$ cat src/rtl/cpu_run_pkg.sv
// rtl/cpu_run_pkg.sv - encodings shared by the cpu run controller
package cpu_run_pkg;
   typedef enum logic [1:0] {
      MODE_FREE = 2'd0,
      MODE_DIV  = 2'd1,
      MODE_STEP = 2'd2,
      MODE_RSVD = 2'd3
   } run_mode_e;

   typedef enum logic [1:0] {
      ST_RUN    = 2'd0,
      ST_PAUSED = 2'd1,
      ST_HALTED = 2'd2
   } run_state_e;

   localparam int BP_IDX_W = 3;
endpackage

$ cat src/rtl/run_prescaler.sv
// rtl/run_prescaler.sv - divide-ratio tick generator for the run controller
module run_prescaler
   import cpu_run_pkg::*;
#(
   parameter int DIV_WIDTH = 32
) (
   input  logic                 clk,
   input  logic                 rst_n,
   input  logic [1:0]           mode,
   input  logic [DIV_WIDTH-1:0] div_value,
   output logic                 tick
);
   logic [DIV_WIDTH-1:0] cnt;
   logic [DIV_WIDTH-1:0] ratio_m1;
   logic                 div_mode;

   assign div_mode = (mode == MODE_DIV);
   assign ratio_m1 = (div_value == '0) ? '0 : div_value - DIV_WIDTH'(1);
   assign tick     = div_mode ? (cnt == '0) : 1'b1;

   // Held at zero outside DIV, so any mode change restarts the count from 0;
   // the >= compare also catches a ratio that shrank below the current count.
   always_ff @(posedge clk or negedge rst_n) begin
      if (!rst_n) begin
         cnt <= '0;
      end else if (!div_mode || cnt >= ratio_m1) begin
         cnt <= '0;
      end else begin
         cnt <= cnt + DIV_WIDTH'(1);
      end
   end
endmodule

$ cat src/rtl/cpu_run_ctrl.sv
// rtl/cpu_run_ctrl.sv - cpu clock-enable source with divide, single-step,
// breakpoints, pause/resume, sticky halt and an enabled-cycle counter
module cpu_run_ctrl
   import cpu_run_pkg::*;
#(
   parameter int DIV_WIDTH = 32,
   parameter int PC_WIDTH  = 16,
   parameter int NUM_BP    = 2,
   parameter int CNT_WIDTH = 32
) (
   input  logic                        clk_pi,
   input  logic                        reset_n_pi,
   input  logic [1:0]                  mode_pi,
   input  logic [DIV_WIDTH-1:0]        div_value_pi,
   input  logic                        step_pi,
   input  logic                        resume_pi,
   input  logic                        halt_cmd_pi,
   input  logic [PC_WIDTH-1:0]         pc_pi,
   input  logic [NUM_BP*PC_WIDTH-1:0]  bp_addr_pi,
   input  logic [NUM_BP-1:0]           bp_en_pi,
   output logic                        clk_en_po,
   output logic [1:0]                  state_po,
   output logic                        bp_hit_po,
   output logic [BP_IDX_W-1:0]         bp_index_po,
   output logic [CNT_WIDTH-1:0]        cycle_count_po
);
   run_state_e          state;
   logic                step_q, resume_q, step_pending, skip;
   logic                tick, step_mode, step_rise, resume_rise, would_en, bp_match;
   logic [NUM_BP-1:0]   bp_eq;
   logic [BP_IDX_W-1:0] bp_first;

   run_prescaler #(.DIV_WIDTH(DIV_WIDTH)) u_prescaler (
      .clk       (clk_pi),
      .rst_n     (reset_n_pi),
      .mode      (mode_pi),
      .div_value (div_value_pi),
      .tick      (tick)
   );

   for (genvar i = 0; i < NUM_BP; i++) begin : g_bp
      assign bp_eq[i] = bp_en_pi[i] && (pc_pi == bp_addr_pi[i*PC_WIDTH +: PC_WIDTH]);
   end

   always_comb begin
      bp_first = '0;
      for (int k = NUM_BP - 1; k >= 0; k--) begin
         if (bp_eq[k]) bp_first = BP_IDX_W'(k);
      end
   end

   assign step_mode   = (mode_pi == MODE_STEP);
   assign step_rise   = step_pi & ~step_q;
   assign resume_rise = resume_pi & ~resume_q;
   assign bp_match    = (|bp_eq) && !skip && !step_mode;
   assign would_en    = step_mode ? step_pending : tick;
   assign clk_en_po   = reset_n_pi && (state == ST_RUN) && would_en && !halt_cmd_pi && !bp_match;
   assign state_po    = state;

   always_ff @(posedge clk_pi or negedge reset_n_pi) begin
      if (!reset_n_pi) begin
         state          <= ST_RUN;
         step_q         <= 1'b0;
         resume_q       <= 1'b0;
         step_pending   <= 1'b0;
         skip           <= 1'b0;
         bp_hit_po      <= 1'b0;
         bp_index_po    <= '0;
         cycle_count_po <= '0;
      end else begin
         step_q   <= step_pi;
         resume_q <= resume_pi;

         if (clk_en_po && cycle_count_po != '1) cycle_count_po <= cycle_count_po + CNT_WIDTH'(1);
         if (clk_en_po) skip <= 1'b0;

         // A pending step is consumed whether it pulses or is swallowed by a halt.
         if (step_mode && state == ST_RUN) begin
            if (would_en) step_pending <= 1'b0;
            else if (step_rise) step_pending <= 1'b1;
         end else begin
            step_pending <= 1'b0;
         end

         case (state)
            ST_RUN: begin
               if (would_en && halt_cmd_pi) begin
                  state <= ST_HALTED;
               end else if (bp_match && tick) begin
                  state       <= ST_PAUSED;
                  bp_hit_po   <= 1'b1;
                  bp_index_po <= bp_first;
               end
            end
            ST_PAUSED: begin
               if (resume_rise) begin
                  state     <= ST_RUN;
                  skip      <= 1'b1;
                  bp_hit_po <= 1'b0;
               end
            end
            default: ;
         endcase
      end
   end
endmodule

$ cat config.mk
export PLATFORM = sky130hd
export DESIGN_NAME = cpu_run_ctrl
export DESIGN_NICKNAME = d
export VERILOG_FILES = /design/src/rtl/cpu_run_pkg.sv /design/src/rtl/run_prescaler.sv /design/src/rtl/cpu_run_ctrl.sv
export SDC_FILE = /design/constraint.sdc
export NUM_CORES = 1
export LEC_CHECK = 0
export ABC_AREA = 0
export CAP_MARGIN = 20
export CORE_MARGIN = 5
export CORE_UTILIZATION = 45
export DETAILED_ROUTE_END_ITERATION = 16
export GPL_ROUTABILITY_DRIVEN = 0
export PLACE_DENSITY_LB_ADDON = 0.3
export SLEW_MARGIN = 20
export SYNTH_ARGS = -nofsm -noshare
export SYNTH_HDL_FRONTEND = slang
export SYNTH_SLANG_ARGS = --single-unit
$ cat constraint.sdc
create_clock -name clk_pi -period 6.47 [get_ports clk_pi]
set_clock_uncertainty 0.1 [all_clocks]
set_input_delay 0.647 -clock clk_pi [delete_from_list [all_inputs] [get_ports clk_pi]]
set_output_delay 0.647 -clock clk_pi [all_outputs]
set_load 0.02 [all_outputs]
; Word level (Yosys, flattened, before mapping)
; Cells that the tools add are included.
[totals]
regBits = 74
in_bits = 89
out_inout_bits = 39
wordCells = 75
[classes]
n_addsub = 3
magnitude_cmp = 1
eq_ne = 11
n_mux = 20
n_bitwise = 5
n_reduce_logical = 26
[op_table]
columns = operator, count
row1 = $add 32x1->32 const B, 2
row2 = $logic_not 32->1, 2
row3 = $mux 32, 2
row4 = $eq 16x16->1, 2
row5 = $ge 32x32->1, 1
row6 = $ne 32x32->1 const B, 1
row7 = $sub 32x1->32 const B, 1
row8 = $mux 1, 13
row9 = $logic_and 1x1->1, 12
row10 = $mux 2, 3
row11 = $reduce_and 3->1, 2
row12 = $logic_not 1->1, 5
row13 = $eq 2x1->1 const B, 2
row14 = $ne 2x2->1 const B, 2
row15 = $pmux 2 s2, 1
row16 = $reduce_and 4->1, 1
row17 = $ne 3x1->1 const B, 1
row18 = $ne 3x3->1 const B, 1
row19 = $not 1->1, 3
row20 = $and 1x1->1, 2
row21 = $eq 2x2->1 const B, 1
row22 = $logic_not 2->1, 1
row23 = $ne 2x1->1 const B, 1
row24 = $pmux 1 s2, 1
row25 = 3 further kinds, 3

; Longest topological paths before layout
; Gate-level depths: netlist of run 1.
[logic_depth]
word_depth = 10
depth_mapped = 16
mapped_depth_nobuf = 15

; Cells and area by module
; From an unflattened synthesis of run 1, not the netlist that was laid out.
[unflattened]
hier_cells = 627
hier_area_um2 = 5547.8
[modules_own_cells]
columns = mod, instances, cells_per_inst, area_each_um2, seq_area_each_um2
row1 = run_prescaler, 1, 375, 3113.0, 800.8
row2 = cpu_run_ctrl, 1, 252, 2434.8, 1001.0

; Least setup slack after synthesis of run 1
; Ideal clock, no wire load.
[synth_timing]
kind = input to register
from = input port div_value_pi[0]
to = register u_prescaler.cnt[10]
setup_ns = 0.072
t_arrival_ns = 3.941
t_required_ns = 6.298
slack_ns = 2.356
stages = 16
path_buffers = 1
path_cell_list = inv_1 ha_1 or3b_1 nor4b_2 nand4_1 nor4_1 xor2_1 nand2_1 ha_1 and3_1 a221o_1 a41oi_1 o211ai_1 a31o_2 clkbuf_1 nor2_1
[synth_between]
elab_chain_len = 5
elab_cells_between_ends = 6
cone_classes = add/sub: 1 / order compare: 1 / mux: 2 / reduce/logical: 2
[synth_lines]
columns = item, line_no
row1 = "start, declared", cpu_run_ctrl.sv:14  ; input logic [DIV_WIDTH-1:0] div_value_pi,
row2 = $sub 32x1->32 or $logic_not 32->1 (tied branches), run_prescaler.sv:18  ; assign ratio_m1 = (div_value == '0) ? '0 : div_value - DIV_WIDTH'(1);
row3 = $mux 32 (*), run_prescaler.sv:18
row4 = $ge 32x32->1 (*), run_prescaler.sv:26  ; end else if (!div_mode || cnt >= ratio_m1) begin
row5 = $logic_or 1x1->1 (*), run_prescaler.sv:26
row6 = $mux 32 (*), run_prescaler.sv:26
row7 = "end signal, assigned", run_prescaler.sv:29  ; cnt <= cnt + DIV_WIDTH'(1);
row8 = "end, declared", run_prescaler.sv:13  ; logic [DIV_WIDTH-1:0] cnt;
; Mark *: on every way between the ends. The rest lies on a longest branch, timed or not.
; A chain may end at the register's enable or synchronous reset.

; Worst setup path in the final report of run 1
[layout_timing]
from = input port div_value_pi[0]
to = register u_prescaler.cnt[21]
; Same word-level chain as after synthesis.

==> run metrics, run 1 <==
run status finished clean; Clock power frac 46.9%; area of the die 14400 um^2; CP Data Required Time 6.62 ns; CP Launch Type primary input; Power Density 165.8 nW/um^2; Comb power frac 14.2%; clk sink count 72; period utilisation layout 73.71%; Switching Share 22.93%; crit end category flip-flop; Async SR Flop Fraction 100.0%; placed cells 884; dominant cells by area after synthesis dfrtp_1 33%, xor2_1 10%, xnor2_1 9.3%; final setup fails 0; Non-Filler Instances 900; crit-path max FO 32; #FFs+latches synth 72; row count 40; DP Wirelength 10960 um; ys flop type dfrtp_1; WL met1 6483 um; Ports 128; Layout area overhead 31.53%; register area share after synthesis 33.09%; post-layout util 59.87%; post-route DRC violation count 0; Power, Total 1187 uW; EDFF count, synth 0; relative slew slack 41.03%; first-pass GRT wire length 24700 um; layout cell share with drive strength beyond 1 3.851%; Avg Synthesized Cell Area 8.712 um^2; crit path time final 4.769 ns; CTS Buf Count 9; GRT overflow 0; number of hold buffers added after cts 0; actual slew at the worst max-slew pin 0.8846 ns; xor/xnor cell area share of the yosys netlist 19.30%; DRT antenna net count 0; final hold slack 0.3832 ns; cell area after synthesis 5445 um^2; cell taking the most area after synthesis dfrtp_1; combinational family with the most area after synthesis simple AND/OR/NAND/NOR gates; RSZ-0062 raised after global routing false; Final nets 874; antenna cell count 0; internal power 915.0 uW; DR iter-0 viols 222; critical path type in2reg; met2 wire length 6498 um; count of cell types in the netlist 55; mux share of post-synthesis cell area 0.2068%; post-CTS setup buffers 0; max-slew violations 0; Setup TNS 0 ns; initial antenna violation count 0; Synth Area in Compound Gates 4.251%; largest net degree at the start of global routing 73; cells after synthesis 625; Sequential Power Share 38.9%; CTS tree done; VDD IR-drop max 0.0001734 V; Simple-Gate Fraction of Synth Area 32.12%; Fmax 0.2097 GHz; via count 5036; cts repair resizes 0; Die Wd 120 um; Synth Area in Adders 8.502%; Starting Density 45.52%; worst-skew pair later-pin latency 0.33 ns; post-DR vias/cell 5.596; Hold Path Class reg2reg; clock tree buffer depth 2; Yosys top cell area share 33.09%; Static Leak 0.003115 uW; I/O Buffers 125; clk root buf clkbuf_16; switching pwr 272.2 uW; number of global-route vias before repair 5284; Tot GR Track Use 20.45%; Max Used Layer met4; clock-pin slew on the worst setup and hold paths 0.06 ns; TritonRoute pass-1 iters 4; Fin. Hold Viols 0; critical path data arrival time 4.92 ns; FILL cells 1066; Max-cap violations 0; WL met3 1183 um; Die H 120 um; drt wl/cell 15.93 um; Yosys Warn Count 0; H-tree depth 3; Post-Route WL 14340 um; Core ar. 11960 um^2
power groups by stage:
stage / clock, uW / combinational (uW) / sequential, uW
floorplan: 0 / 67.1 / 473
global placement: 0 / 164 / 469
detailed placement: 0 / 168 / 470
CTS: 564 / 170 / 462
global route: 586 / 186 / 462
finish: 557 / 168 / 462
metal layers:
layer,track usage [%],up-vias
met4,4.581,0
met5,0,-
met1,27.23,2356
met2,32.42,184
met3,6.692,16
li1,-,2480
metrics by stage:
stage	area [um^2]	setup slack, ns
5_1_grt	7162	1.400
2_1_floorplan	5449	2.356
3_3_place_gp	6820	1.572
4_1_cts	7162	1.739
3_5_place_dp	6820	1.402
6_report	7162	1.701
placed cells by master, fill, tap and decap left out, drive strengths merged, types with 4 or more instances in the layout:
master,count
clkbuf,12
inv,14
xnor2,58
and4,9
dfrtp,72
or4,5
nor4b,6
nand2b,5
o21ai,8
nor2,65
nand3,39
xor2,62
clkdlybuf4s50,124
a21o,5
a21oi,7
and3,10
ha,37
nor4,24
or3,6
nand2,66
nand4,35
nor3,37
nor3b,5
nand4b,5
buf,4
cells by family (layout without fill, tap and decap cells):
group / Yosys count / after routing
simple gates: 329 / 329
flops: 72 / 72
mux: 1 / 1
compound gates: 34 / 34
fa+ha+maj: 37 / 37
buf+inv: 31 / 158
xor+xnor: 120 / 120
other cells: 1 / 2
worst max-delay path, cell delays in order:
cell	delay [ns]
clkdlybuf4s50_1	0.45
inv_1	0.12
ha_1	0.19
or3b_1	0.42
nor4b_2	0.55
nand4_1	0.24
nor4_1	0.27
xor2_1	0.18
nand2_1	0.07
ha_1	0.30
and3_1	0.18
a221o_1	0.32
a41oi_1	0.23
o211ai_1	0.11
a31o_2	0.44
nor2_1	0.19
final cells by class:
cell class,count,area (um^2),area share (%)
clock buffer,12,266.5,3.721
clock inverter,4,75.07,1.048
inverter,14,52.55,0.7338
multi-input combinational,523,3513,49.06
sequential,72,1802,25.16
tap,147,183.9,2.568
timing repair buffer,128,1269,17.71
final timing paths:
kind / slack [ns] / end / start / depth (start not counted)
min reg2reg: 0.38 / bp_index_po[0] / bp_index_po[0] / 1
min in group asynchronous: 0.48 / cycle_count_po[2] / reset_n_pi / 2
max in group asynchronous: 5.22 / state_po[0] / reset_n_pi / 2
min: 0.38 / bp_index_po[0] / bp_index_po[0] / 1
max: 1.70 / u_prescaler.cnt[21] / div_value_pi[0] / 16
max reg2reg: 3.40 / cycle_count_po[23] / u_prescaler.cnt[0] / 8
state kept, by name, indices dropped and copies added, names as in the netlist:
signal and cells:
cycle_count_po 32, u_prescaler.cnt 32, state_po 2, bp_hit_po 1, bp_index_po 1, resume_q 1
skip 1, step_pending 1, step_q 1
Yosys cell counts, types with 7 or more instances:
cell type and instances:
clkbuf_1 12, xor2_1 62, nand4_1 35, ha_1 37, and4_1 9, xnor2_1 58
nand2_1 65, inv_1 14, nor2_1 64, dfrtp_1 72, nor3_1 37, nor4_1 24
nand3_1 38, and3_1 10, a21oi_1 7
(Power assumes the default switching activity.)
==> inputs of run 2 (changes only) <==
Clock period 6.47 ns to 4.9 ns, I/O delays scaled along.
==> run metrics, run 2 (synthesis results as in run 1) <==
post-route cell area 7242 um^2 (+1.1%); layout cell share with drive strength beyond 1 4.359% (+0.51 points); crit end category flip-flop; drt wl/cell 16.17 um (+1.5%); Reg2Reg Depth 6 (-2); clk sink count 72 (unchanged); Post-Route WL 14620 um (+1.9%); row count 40 (unchanged); Cell Area, Placed 6850 um^2 (+0.44%); Hold Path Class in2async; run status finished clean; number of hold buffers added after cts 0 (unchanged); commonest non-fill, non-tap cells in the layout 124 x clkdlybuf4s50_1, 72 x dfrtp_1, 65 x nand2_1; CP Data Required Time 5.05 ns (-1.57 ns); final setup fails 0 (unchanged); I/O Buffers 125 (unchanged); met2 wire length 6596 um (+1.5%); Fmax 0.2280 GHz; WL met3 1246 um (+5.3%); number of global-route vias before repair 5334 (+0.95%); DRT antenna net count 0 (unchanged); TritonRoute pass-1 iters 5 (+1); Setup TNS 0 ns (unchanged); RSZ-0062 raised after global routing false; CTS Buf Count 9 (unchanged); post-route DRC violation count 0 (unchanged); largest net degree at the start of global routing 73 (unchanged); Power Density 233.7 nW/um^2 (+41%); reg-to-reg slack, setup 1.87 ns (-1.53 ns); actual slew at the worst max-slew pin 0.8818 ns (-0.002781 ns); Multi-input gate area 3513 um^2 (unchanged); Ports 128 (unchanged); area of the die 14400 um^2 (unchanged); CP Launch Type primary input; DP Wirelength 10960 um (about the same); initial antenna violation count 0 (unchanged); WL met1 6467 um (-0.25%); area of all sequential standard cells 1802 um^2 (unchanged); reg-to-reg startpoint cycle_count_po[4]; Max-cap violations 0 (unchanged); Die Wd 120 um (unchanged); placed cells 888 (+0.45%); Max Used Layer met4; first-pass GRT wire length 24700 um (unchanged); antenna cell count 0 (unchanged); critical path type in2reg; FILL cells 1043 (-2.2%); Die H 120 um (unchanged); H-tree depth 3 (unchanged); Tot GR Track Use 20.52% (+0.078 points); Final nets 878 (+0.46%); cts repair resizes 0 (unchanged); crit path time final 4.385 ns; CTS tree done; post-layout util 60.54% (+0.67 points); Static Leak 0.003160 uW (+1.4%); Fin. Hold Viols 0 (unchanged); Non-Filler Instances 904 (+0.44%); commonest non-fill, non-tap cell in the layout clkdlybuf4s50_1; Core ar. 11960 um^2 (unchanged); Starting Density 45.52% (unchanged); FF-to-FF End cycle_count_po[1]; final hold slack 0.3504 ns (-0.03287 ns); DR iter-0 viols 289 (+30%); period utilisation layout 89.49%; crit-path max FO 32 (unchanged); max-slew violations 0 (unchanged); clock-pin slew on the worst setup and hold paths 0.06 ns (about the same); post-CTS setup buffers 0 (unchanged); VDD IR-drop max 0.0002530 V (+46%); critical path data arrival time 4.54 ns (-0.38 ns); GRT overflow 0 (unchanged); via count 5115 (+1.6%); clock tree buffer depth 2 (unchanged); relative slew slack 41.21% (+0.19 points); Layout area overhead 33.00%; post-DR vias/cell 5.658 (+1.1%); worst-skew pair later-pin latency 0.33 ns (about the same); clk root buf clkbuf_16
## run 2: worst max path at each step
stage | depth (start not counted) | start | endpoint
global placement | 17 | div_value_pi[0] | u_prescaler.cnt[23]
finish | 17 | div_value_pi[0] | u_prescaler.cnt[14]
floorplan | 16 | div_value_pi[0] | u_prescaler.cnt[10]
CTS | 17 | div_value_pi[0] | u_prescaler.cnt[14]
detailed placement | 16 | div_value_pi[0] | u_prescaler.cnt[27]
global route | 16 | div_value_pi[0] | u_prescaler.cnt[22]
## run 2: metal layers
metal	vias up	GRT usage, %
li1	2482	-
met1	2386	26.43
met2	215	33.30
met3	32	6.126
met4	0	6.156
met5	-	0
## run 2: stage by stage
stage	setup slack [ns]	total power, uW
global route	0.1123	1751
floorplan	0.9435	712.7
global placement	0.3282	837.1
CTS	0.5214	1702
finish	0.5148	1692
detailed placement	0.2046	841.6
## run 2: layout make-up
class	instances	area share [%]
clock inverter	7	2.298
sequential	72	24.88
inverter	14	0.7256
tap	147	2.540
timing repair buffer	132	17.93
multi-input combinational	523	48.51
clock buffer	9	3.110
## run 2: critical path, stage by stage
cell	delay [ns]
clkdlybuf4s50_1	0.44
inv_1	0.12
ha_1	0.19
or3b_1	0.42
nor4b_2	0.26
buf_4	0.17
nand4_1	0.14
nor4_1	0.26
xor2_1	0.19
nand2_1	0.08
ha_1	0.29
and3_1	0.19
a221o_1	0.32
a41oi_1	0.22
o211ai_1	0.12
a31o_2	0.44
nor2_1	0.19
## run 2: power by group
part	total, uW	internal, uW	switching (uW)
clock network	860	602	258
logic	222	119	103
registers	610	602	7.98
total	1690	1320	369
==> inputs of run 3 (changes only) <==
Settings changed: CORE_ASPECT_RATIO set to 1.75, CTS_CLUSTER_DIAMETER set to 100.
==> run metrics, run 3 (synthesis results as in run 1) <==
Comb power frac 14.1% (+1.0 points); Post-Route WL 14950 um (+2.3%); Starting Density 45.62% (+0.095 points); antenna cell count 0 (unchanged); DRT antenna net count 0 (unchanged); Clock power frac 47.4% (-3.4 points); actual slew at the worst max-slew pin 0.9282 ns (+0.04640 ns); row count 53 (+33%); max-slew violations 0 (unchanged); GR Util met2 38.84% (+5.5 points); initial antenna violation count 0 (unchanged); VDD IR-drop max 0.0002041 V (-19%); final hold slack 0.3398 ns (-0.01061 ns); TritonRoute pass-1 iters 4 (-1); crit end category flip-flop; first-pass GRT wire length 25350 um (+2.6%); CTS Buf Count 9 (unchanged); number of hold buffers added after cts 0 (unchanged); area of the die 14490 um^2 (+0.61%); final setup fails 0 (unchanged); crit-path max FO 32 (unchanged); via count 5100 (-0.29%); FILL cells 1060 (+1.6%); Tot GR Track Use 21.51% (+0.98 points); H-tree depth 3 (unchanged); Die Wd 93.16 um (-22%); post-route DRC violation count 0 (unchanged); switching pwr 354.9 uW (-3.9%); Ports 128 (unchanged); CP Launch Type primary input; clock tree buffer depth 2 (unchanged); GRT overflow 0 (unchanged); drt wl/cell 16.71 um (+3.3%); run status finished clean; Fmax 0.2192 GHz (-3.9%); post-DR vias/cell 5.698 (+0.71%); Max-cap violations 0 (unchanged); post-route cell area 7201 um^2 (-0.57%); worst-skew pair later-pin latency 0.33 ns (about the same); largest net degree at the start of global routing 73 (unchanged); clk root buf clkbuf_16; Hold Path Class in2async; I/O Buffers 125 (unchanged); Non-Filler Instances 895 (-1.0%); relative slew slack 38.12% (-3.1 points); number of global-route vias before repair 5536 (+3.8%); DP Wirelength 11700 um (+6.8%); layout cell share with drive strength beyond 1 4.354% (-0.0058 points); period utilisation layout 93.09% (+3.6 points); worst setup margin 0.3385 ns (-0.1763 ns); Power Density 220.5 nW/um^2 (-5.6%); CTS tree done; Layout area overhead 32.24%; met3 usage 4.644% (-1.5 points); clk sink count 72 (unchanged); Cell Area, Placed 6845 um^2 (about the same); Switching Share 22.35% (+0.52 points); reg-to-reg slack, setup 1.90 ns (+0.03 ns); Sequential Power Share 38.5% (+2.5 points); crit path time final 4.562 ns (+0.1763 ns); clock-pin slew on the worst setup and hold paths 0.06 ns (about the same); placed cells 879 (-1.0%); Final nets 879 (+0.11%); critical path data arrival time 4.71 ns (+0.17 ns); commonest non-fill, non-tap cell in the layout clkdlybuf4s50_1; critical path type in2reg; DP Worst Slack -0.08924 ns (-0.2938 ns); DR iter-0 viols 174 (-40%); RSZ-0062 raised after global routing false; internal power 1233 uW (-6.8%); met1 Resource Use GR 23.14% (-3.3 points); Top Usage Layer GRT met2; Die H 155.5 um (+30%); Core ar. 11940 um^2 (-0.21%); commonest non-fill, non-tap cells in the layout 124 x clkdlybuf4s50_1, 72 x dfrtp_1, 65 x nand2_1; Static Leak 0.003153 uW (-0.20%); Fin. Hold Viols 0 (unchanged); CP Data Required Time 5.05 ns (about the same)
-- run 3: changes by cell type in the layout (fill, tap and decap cells not counted) --
cell and delta:
clkbuf_1 +1, clkinv_2 +1, bufinv_16 -2, clkbuf_8 +1, nor4b_2 -1, inv_6 -1
clkinv_4 +1, clkinvlp_4 -1, buf_4 +1, nor4b_4 +1
-- run 3: final cells by class --
cell class / instances / area (um^2) / share of cell area [%]
Clock buffer: 11 / 242.7 / 3.371
Tap cell: 137 / 171.4 / 2.381
Inverter: 14 / 52.55 / 0.7298
Timing Repair Buffer: 133 / 1306 / 18.14
Sequential cell: 72 / 1802 / 25.02
Clock inverter: 5 / 103.9 / 1.442
Multi-Input combinational cell: 523 / 3522 / 48.91
-- run 3: per-stage QoR --
step / setup TNS [ns] / utilization [%] / total power, uW
after floorplan: 0 / - / 712.7
after global placement: 0 / 57.35 / 840.0
after detailed placement: -2.237 / 57.35 / 844.5
after CTS: 0 / 60.25 / 1604
after global routing: 0 / 60.32 / 1655
final: 0 / 60.32 / 1588
-- run 3: final timing paths --
| kind | startpoint | depth (start not counted) | end |
|---|---|---|---|
| setup reg to reg | cycle_count_po[4] | 6 | cycle_count_po[1] |
| hold / removal | reset_n_pi | 2 | cycle_count_po[22] |
| min in group clk_pi | cycle_count_po[19] | 1 | cycle_count_po[19] |
| setup / recovery | div_value_pi[17] | 14 | u_prescaler.cnt[16] |
| hold reg to reg | cycle_count_po[19] | 1 | cycle_count_po[19] |
| max in group asynchronous | reset_n_pi | 2 | state_po[1] |
-- run 3: timing repair --
item                                   4_1_cts  5_1_grt
endpoints found under the hold margin        0        0
setup buffers                                0        0
gates resized for setup                      0        1
setup endpoints to repair                    0       19
-- run 3: power by group through the flow --
stage	combinational (uW)	clock [uW]	sequential (uW)
after global routing	247	796	612
after detailed placement	224	0	621
final	224	752	611
after global placement	219	0	621
after floorplan	88.6	0	624
after CTS	226	768	610
-- run 3: critical path: stages --
cell             delay (ns)
clkdlybuf4s50_1        0.45
or4_1                  0.58
nor3_1                 0.46
nor3b_4                0.37
nand2_2                0.14
o31a_1                 0.25
o21ai_1                0.16
ha_1                   0.26
and3_1                 0.20
a221o_1                0.32
a41oi_1                0.26
o211ai_1               0.12
a31o_2                 0.44
nor2_1                 0.18
-- run 3: routing by layer --
layer | share of wire, % | up-vias
met5 | 0 | -
met4 | 4.1 | 0
met3 | 5.6 | 42
met2 | 53 | 163
met1 | 37 | 2404
li1 | - | 2491
